### config.mk
export PLATFORM = sky130hd
export DESIGN_NAME = relu_maxpool_stage
export DESIGN_NICKNAME = d
export VERILOG_FILES = /design/src/rtl/relu_maxpool_stage.sv
export SDC_FILE = /design/constraint.sdc
export NUM_CORES = 1
export LEC_CHECK = 0
export BUFFER_PORTS_ARGS = -buffer_cell sky130_fd_sc_hd__buf_2
export CORE_MARGIN = 3
export CORE_UTILIZATION = 29
export DETAILED_ROUTE_END_ITERATION = 10
export MAX_ROUTING_LAYER = met4
export PLACE_DENSITY = 0.41
export SETUP_SLACK_MARGIN = 0.15
export SLEW_MARGIN = 20
export SYNTH_ARGS = -nofsm -noshare
export SYNTH_HDL_FRONTEND = slang
export SYNTH_SLANG_ARGS = --single-unit
### constraint.sdc
create_clock -name clock -period 4.9 [get_ports clock]
set_clock_uncertainty 0.05 [all_clocks]
set_input_delay 0.735 -clock clock [delete_from_list [all_inputs] [get_ports clock]]
set_output_delay 0.735 -clock clock [all_outputs]
set_load 0.01 [all_outputs]
### src/rtl/relu_maxpool_stage.sv
// relu_maxpool_stage: ReLU then 2x2 stride-2 max pooling over a raster-order conv result stream
// Ports: clock (rising edge), reset_n (async active-low),
//        data_in/isValid (signed conv pixel + qualifier),
//        data_out/outValid (pooled value, one-cycle pulse per window),
//        frameDone (one-cycle pulse after the final pixel of a frame)
module relu_maxpool_stage #(
   parameter int bitwidth     = 16,
   parameter int convOutWidth = 9
) (
   input  logic                       clock,
   input  logic                       reset_n,
   input  logic signed [bitwidth-1:0] data_in,
   input  logic                       isValid,
   output logic        [bitwidth-1:0] data_out,
   output logic                       outValid,
   output logic                       frameDone
);
   localparam int poolWidth = convOutWidth / 2;
   localparam int cw = $clog2(convOutWidth);
   localparam int pw = (poolWidth > 1) ? $clog2(poolWidth) : 1;
   localparam bit odd_map = (convOutWidth % 2) == 1;
   logic [cw-1:0] col, row;
   logic [bitwidth-1:0] hold, r, p, above, pooled;
   logic [bitwidth-1:0] linebuf [poolWidth];
   logic [pw-1:0] addr;
   logic last_col, last_row, skip_col, skip_row;
   // r is non-negative after ReLU, so all maxima below are unsigned compares
   always_comb begin
      r        = data_in[bitwidth-1] ? '0 : data_in;
      p        = (hold > r) ? hold : r;
      addr     = pw'(col >> 1);
      above    = linebuf[addr];
      pooled   = (above > p) ? above : p;
      last_col = col == cw'(convOutWidth - 1);
      last_row = row == cw'(convOutWidth - 1);
      // with an odd map the trailing column/row has no partner and is dropped
      skip_col = odd_map && last_col;
      skip_row = odd_map && last_row;
   end
   always_ff @(posedge clock or negedge reset_n) begin
      if (!reset_n) begin
         col       <= '0;
         row       <= '0;
         hold      <= '0;
         data_out  <= '0;
         outValid  <= 1'b0;
         frameDone <= 1'b0;
      end else begin
         outValid  <= 1'b0;
         frameDone <= 1'b0;
         if (isValid) begin
            col       <= last_col ? '0 : col + 1'b1;
            row       <= last_col ? (last_row ? '0 : row + 1'b1) : row;
            frameDone <= last_col && last_row;
            if (!col[0] && !skip_col) hold <= r;
            if (col[0] && row[0]) begin
               data_out <= pooled;
               outValid <= 1'b1;
            end
         end
      end
   end
   // line buffer holds the top-row pair maxima; never read before written, so no reset
   always_ff @(posedge clock) begin
      if (isValid && col[0] && !row[0] && !skip_row) linebuf[addr] <= p;
   end
endmodule

**Yosys cells after proc, flatten, opt, wreduce, memory -nomap -nowiden**

Memory sizes are Yosys's and may differ from the RTL's.
Cells that the tools add are included.

- Word-level logic and storage cells: 36
- Output and inout bits: 18
- Bits in registers: 42
- RAM bits: 64
- Bits of input ports: 19
- Memories: 1

Memory list:

| memory | depth | bits a word | read ports | clocked after memory_dff | wr ports | RTL line | RTL |
|---|---|---|---|---|---|---|---|
| linebuf | 4 | 16 | 1 | 0 | 1 | 24 | `logic [bitwidth-1:0] linebuf [poolWidth];` |

- Order comparisons: 2
- Equality and inequality tests: 2
- Add/subtract/negate cells: 2
- Reduce and logical (&&, ||, !) cells: 13
- Multiplexer cells: 10

Operators with widths:

| cell | count |
|---|---|
| 16-bit two-way mux | 2 |
| 16-bit by 15-bit greater-than comparator with 1-bit output | 1 |
| 16-bit greater-than comparator | 1 |
| 15-bit two-way mux | 1 |
| 4-bit by 1-bit adder with 4-bit output (second input constant) | 2 |
| 4-bit equality test (second input constant) | 2 |
| 4-bit two-way mux | 2 |
| 1-bit logical AND | 6 |
| 2-bit AND reduction | 3 |
| 1-bit two-way mux | 5 |
| 1-bit logical NOT | 4 |

**Longest topological paths before layout**

- Word-level depth: 5
- Depth in mapped cells: 17
- Mapped depth without buffers: 14

**Worst setup path after synthesis**

No wires, ideal clock.

- Path kind: input port to flip-flop
- From: input port data_in[15]
- To: register data_out[10]
- Buffers on the path: 3
- Slack: 0.561 ns
- Library setup time: 0.076 ns
- Arrival time: 4.213 ns
- Required time: 4.774 ns
- Stages: 17
- Path through: clkbuf_1 -> nand2b_1 -> ha_1 -> nor2b_1 -> o211ai_1 -> a2111o_1 -> a31oi_4 -> buf_8 -> mux2i_1 -> ha_1 -> nand3_1 -> or3_1 -> a21o_1 -> a311oi_4 -> buf_6 -> a22oi_2 -> o21ai_1

- Word-level cells in the longest chain between the ends: 5

Ends and longest elaborated chain:

| item | RTL line | RTL |
|---|---|---|
| from (decl) | 12 | `input logic signed [bitwidth-1:0] data_in,` |
| 15-bit two-way mux (*) | 29 | `r = data_in[bitwidth-1] ? '0 : data_in;` |
| 16-bit by 15-bit greater-than comparator with 1-bit output | 30 | `p = (hold > r) ? hold : r;` |
| 16-bit two-way mux (*) | 30 |  |
| 16-bit greater-than comparator | 33 | `pooled = (above > p) ? above : p;` |
| 16-bit two-way mux (*) | 33 |  |
| to (signal assigned) | 57 | `data_out <= pooled;` |
| to (decl) | 14 | `output logic [bitwidth-1:0] data_out,` |

Every way passes the cells marked *; elsewhere a longest branch is shown, timed or not.
A chain may end at the register's enable or synchronous reset.

**Worst setup path in the final report**

- From: input port data_in[15]
- To: register data_out[5]

Same word-level chain as after synthesis.

==> impl_metrics.yaml <==
status:
  status: "complete, no violations"
routing:
  routed_wl_mm: 11.6
  routedWlPerCell_microns: 17.7
  first_iter_violations: 173
  drc: 0
  vias: 3049
  firstDrtPassIters: 4
  ant_nets: 0
  via_per_inst: 4.65
place:
  dp_cells: 639
  portBuffers: 35
  hpwl_mm: 8.22
  dp_slack_ps: 146
  routabilityCongestion: 0.746
  place_area_sq_mm: 0.00549
setup_path:
  start_kind: "input port"
  crit_path_end_kind: "flop"
  crit_arrival_ps: 4620
  crit_path_top_delay_cell: "a221oi_1"
  crit_fanout: 15
  worstPathRequired_ps: 5130
  path_cells: "buf_2 > nand2b_1 > ha_1 > nor2b_1 > o211ai_1 > a2111o_1 > a31oi_4 > buf_4 > mux2i_1 > ha_1 > a21oi_1 > o21ai_0 > a221oi_1 > a31oi_1 > nand2b_1 > buf_12 > o21ai_1"
  slowest_delay_ps: 460
  path_class: "in -> reg"
timing:
  fin_crit_sh_pct: 89.5
  slew_viol_final: 0
  fmax_mhz: 228
  hold_viol: 0
  worst_pin_slew_ps: 965
  fin_setup_tns_ps: 0
  max-slew-margin-rel_pct: 35.4
  setup_viol: 0
  whs_ps: 318
  rsz0062_at_grt: "no"
  layout_min_cycle_time_ps: 4390
  layout_setup_ws_ps: 512
layout:
  n_antenna_cell: 0
  fin_area_sq_mm: 0.00581
  syn_to_final_growth_pct: 17.8
  fillers: 1631
  final_common_cell: "edfxtp_1"
  final_cells: 655
  layout_common_cells: "60 x edfxtp_1, 40 x dfrtp_1, 38 x inv_1"
  register_area_sq_mm: 0.00280
  drive_gt1_share_pct: 24.6
  nets: 483
  multiInputGateArea_sq_mm: 0.00193
logic_synthesis:
  yosysUniqueCellTypes: 41
  syn_nets: 431
  synth.area.top_cells: "edfxtp_1 37%, dfrtp_1 20%, ha_1 8.6%, mux4_2 6.8%, inv_1 2.9%"
  yosysWarnings: 0
  synth_edf_count: 60
  dominantRegCellSynth: "edfxtp_1"
  synth_top_area_share_pct: 36.5
  ys_seq_area_share_pct: 56.8
  async_flop_share_pct: 40.0
  synth_area_sq_mm: 0.00493
  yosysTopAreaCell: "edfxtp_1"
  syn-instance-count: 378
  synth.avg_cell_area_sq_um: 13.1
  synth_seq_cells: 100
grt:
  grt_antenna_before_repair: 0
  grt_usage_pct: 13.9
  grt_pass1_vias: 3132
  grt_max_degree: 41
  grt_pass1_wl_mm: 18.6
  overflow: 0
floorplanning:
  ioPinCount: 37
  die_width_microns: 136
  core_area_sq_mm: 0.0166
  dieArea_sq_mm: 0.0186
  die_y_microns: 136
  start_util_pct: 29.6
  std_cell_rows: 47
clocking:
  cts_max_level: 3
  clk_pin_slew_worst_paths_ps: 80
  cts_setup_buffers: 0
  cts.sinks: 100
  cts_max_path_buffers: 2
  cts.hold.buffers_added: 0
  cts_root_buf: "clkbuf_16"
  insertion_delay_ps: 350
  cts_resized: 0
  cts_tree: "done"
  numCtsBuffers: 9
power:
  power.share.clock_pct: 21.2
  p_comb_share_pct: 41.0
  p_sw_w: 0.00133
  power_density_mw_per_mm2: 611
  pwr-share-seq_pct: 37.8
  internal_power_w: 0.00222
  p_leak_nw: 2.47
  irDropWorstVdd_mv: 0.204
  sw_frac_of_total_pct: 37.5
min_path:
  hold_class: "in -> async"
job:
  drv_cap: 0
per-stage QoR:
stage                     utilization [%]  power [W]
after floorplan                         -    0.00231
after global placement               33.0    0.00283
after detailed placement             33.0    0.00284
after CTS                            34.9    0.00361
after global routing                 34.9    0.00384
final                                34.9    0.00355
per-layer routing:
| metal | track usage [%] | part of all wire, % |
|---|---|---|
| met3 | 3.52 | 3.7 |
| met5 | - | 0 |
| met1 | 19.7 | 51 |
| met2 | 20.3 | 44 |
| met4 | 3.02 | 0.95 |
flip-flops by register name, indices dropped and copies added, names as in the netlist:
register	count
col	4
row	4
linebuf	60
data_out	15
outValid	1
hold	15
frameDone	1
power by group through the flow:
stage	clock network (W)	logic [W]	registers (W)
floorplan	0	0.00103	0.00128
global placement	0	0.00146	0.00137
detailed placement	0	0.00148	0.00137
CTS	0.000778	0.00148	0.00135
global route	0.000818	0.00165	0.00137
finish	0.000754	0.00146	0.00134
critical path: cells and delay by family:
family / cells / cell delay, ps
AO/OA/AOI/OAI: 8 / 1700
adder cells (fa/ha/maj): 2 / 620
AND/OR/NAND/NOR: 3 / 610
buffers and inverters: 3 / 570
multiplexers: 1 / 370
cells in the mapped netlist (10+ instances only):
cell and n:
ha_1 34, o21ai_0 27, nand2b_1 15, edfxtp_1 60, mux4_2 15, mux2i_1 14
dfrtp_1 40, inv_1 38, o21ai_1 10, a21oi_1 11, nand2_1 28, a22oi_2 10
layout make-up:
cell class | count | area share, %
Clock inverter | 7 | 1.42
Tap cell | 220 | 4.74
Timing Repair Buffer | 56 | 5.99
Multi-Input combinational cell | 225 | 33.3
Inverter | 38 | 2.46
Clock buffer | 9 | 3.88
Sequential cell | 100 | 48.2
worst paths after layout:
kind,startpoint,slack (ps),depth (start not counted),endpoint
min in group clock,hold[8],470,2,hold[8]
hold / removal,reset_n,320,1,row[1]
hold reg to reg,hold[8],470,2,hold[8]
setup / recovery,data_in[15],510,17,data_out[5]
setup reg to reg,hold[1],860,15,data_out[5]
max in group asynchronous,reset_n,4090,1,data_out[7]
logic make-up (layout without fill, tap and decap cells):
logic type               after synthesis  count (layout)  synth area share [%]
XOR/XNOR                               1               1                 0.178
flip-flops                           100             100                  56.8
buffers and inverters                 53             110                  4.56
AND/OR/NAND/NOR                       75              75                  7.48
multiplexers                          32              32                  10.4
AO/OA/AOI/OAI                         82              82                  11.9
other                                  1               1                0.0760
adder cells (fa/ha/maj)               34              34                  8.62
(Power assumes the default switching activity.)
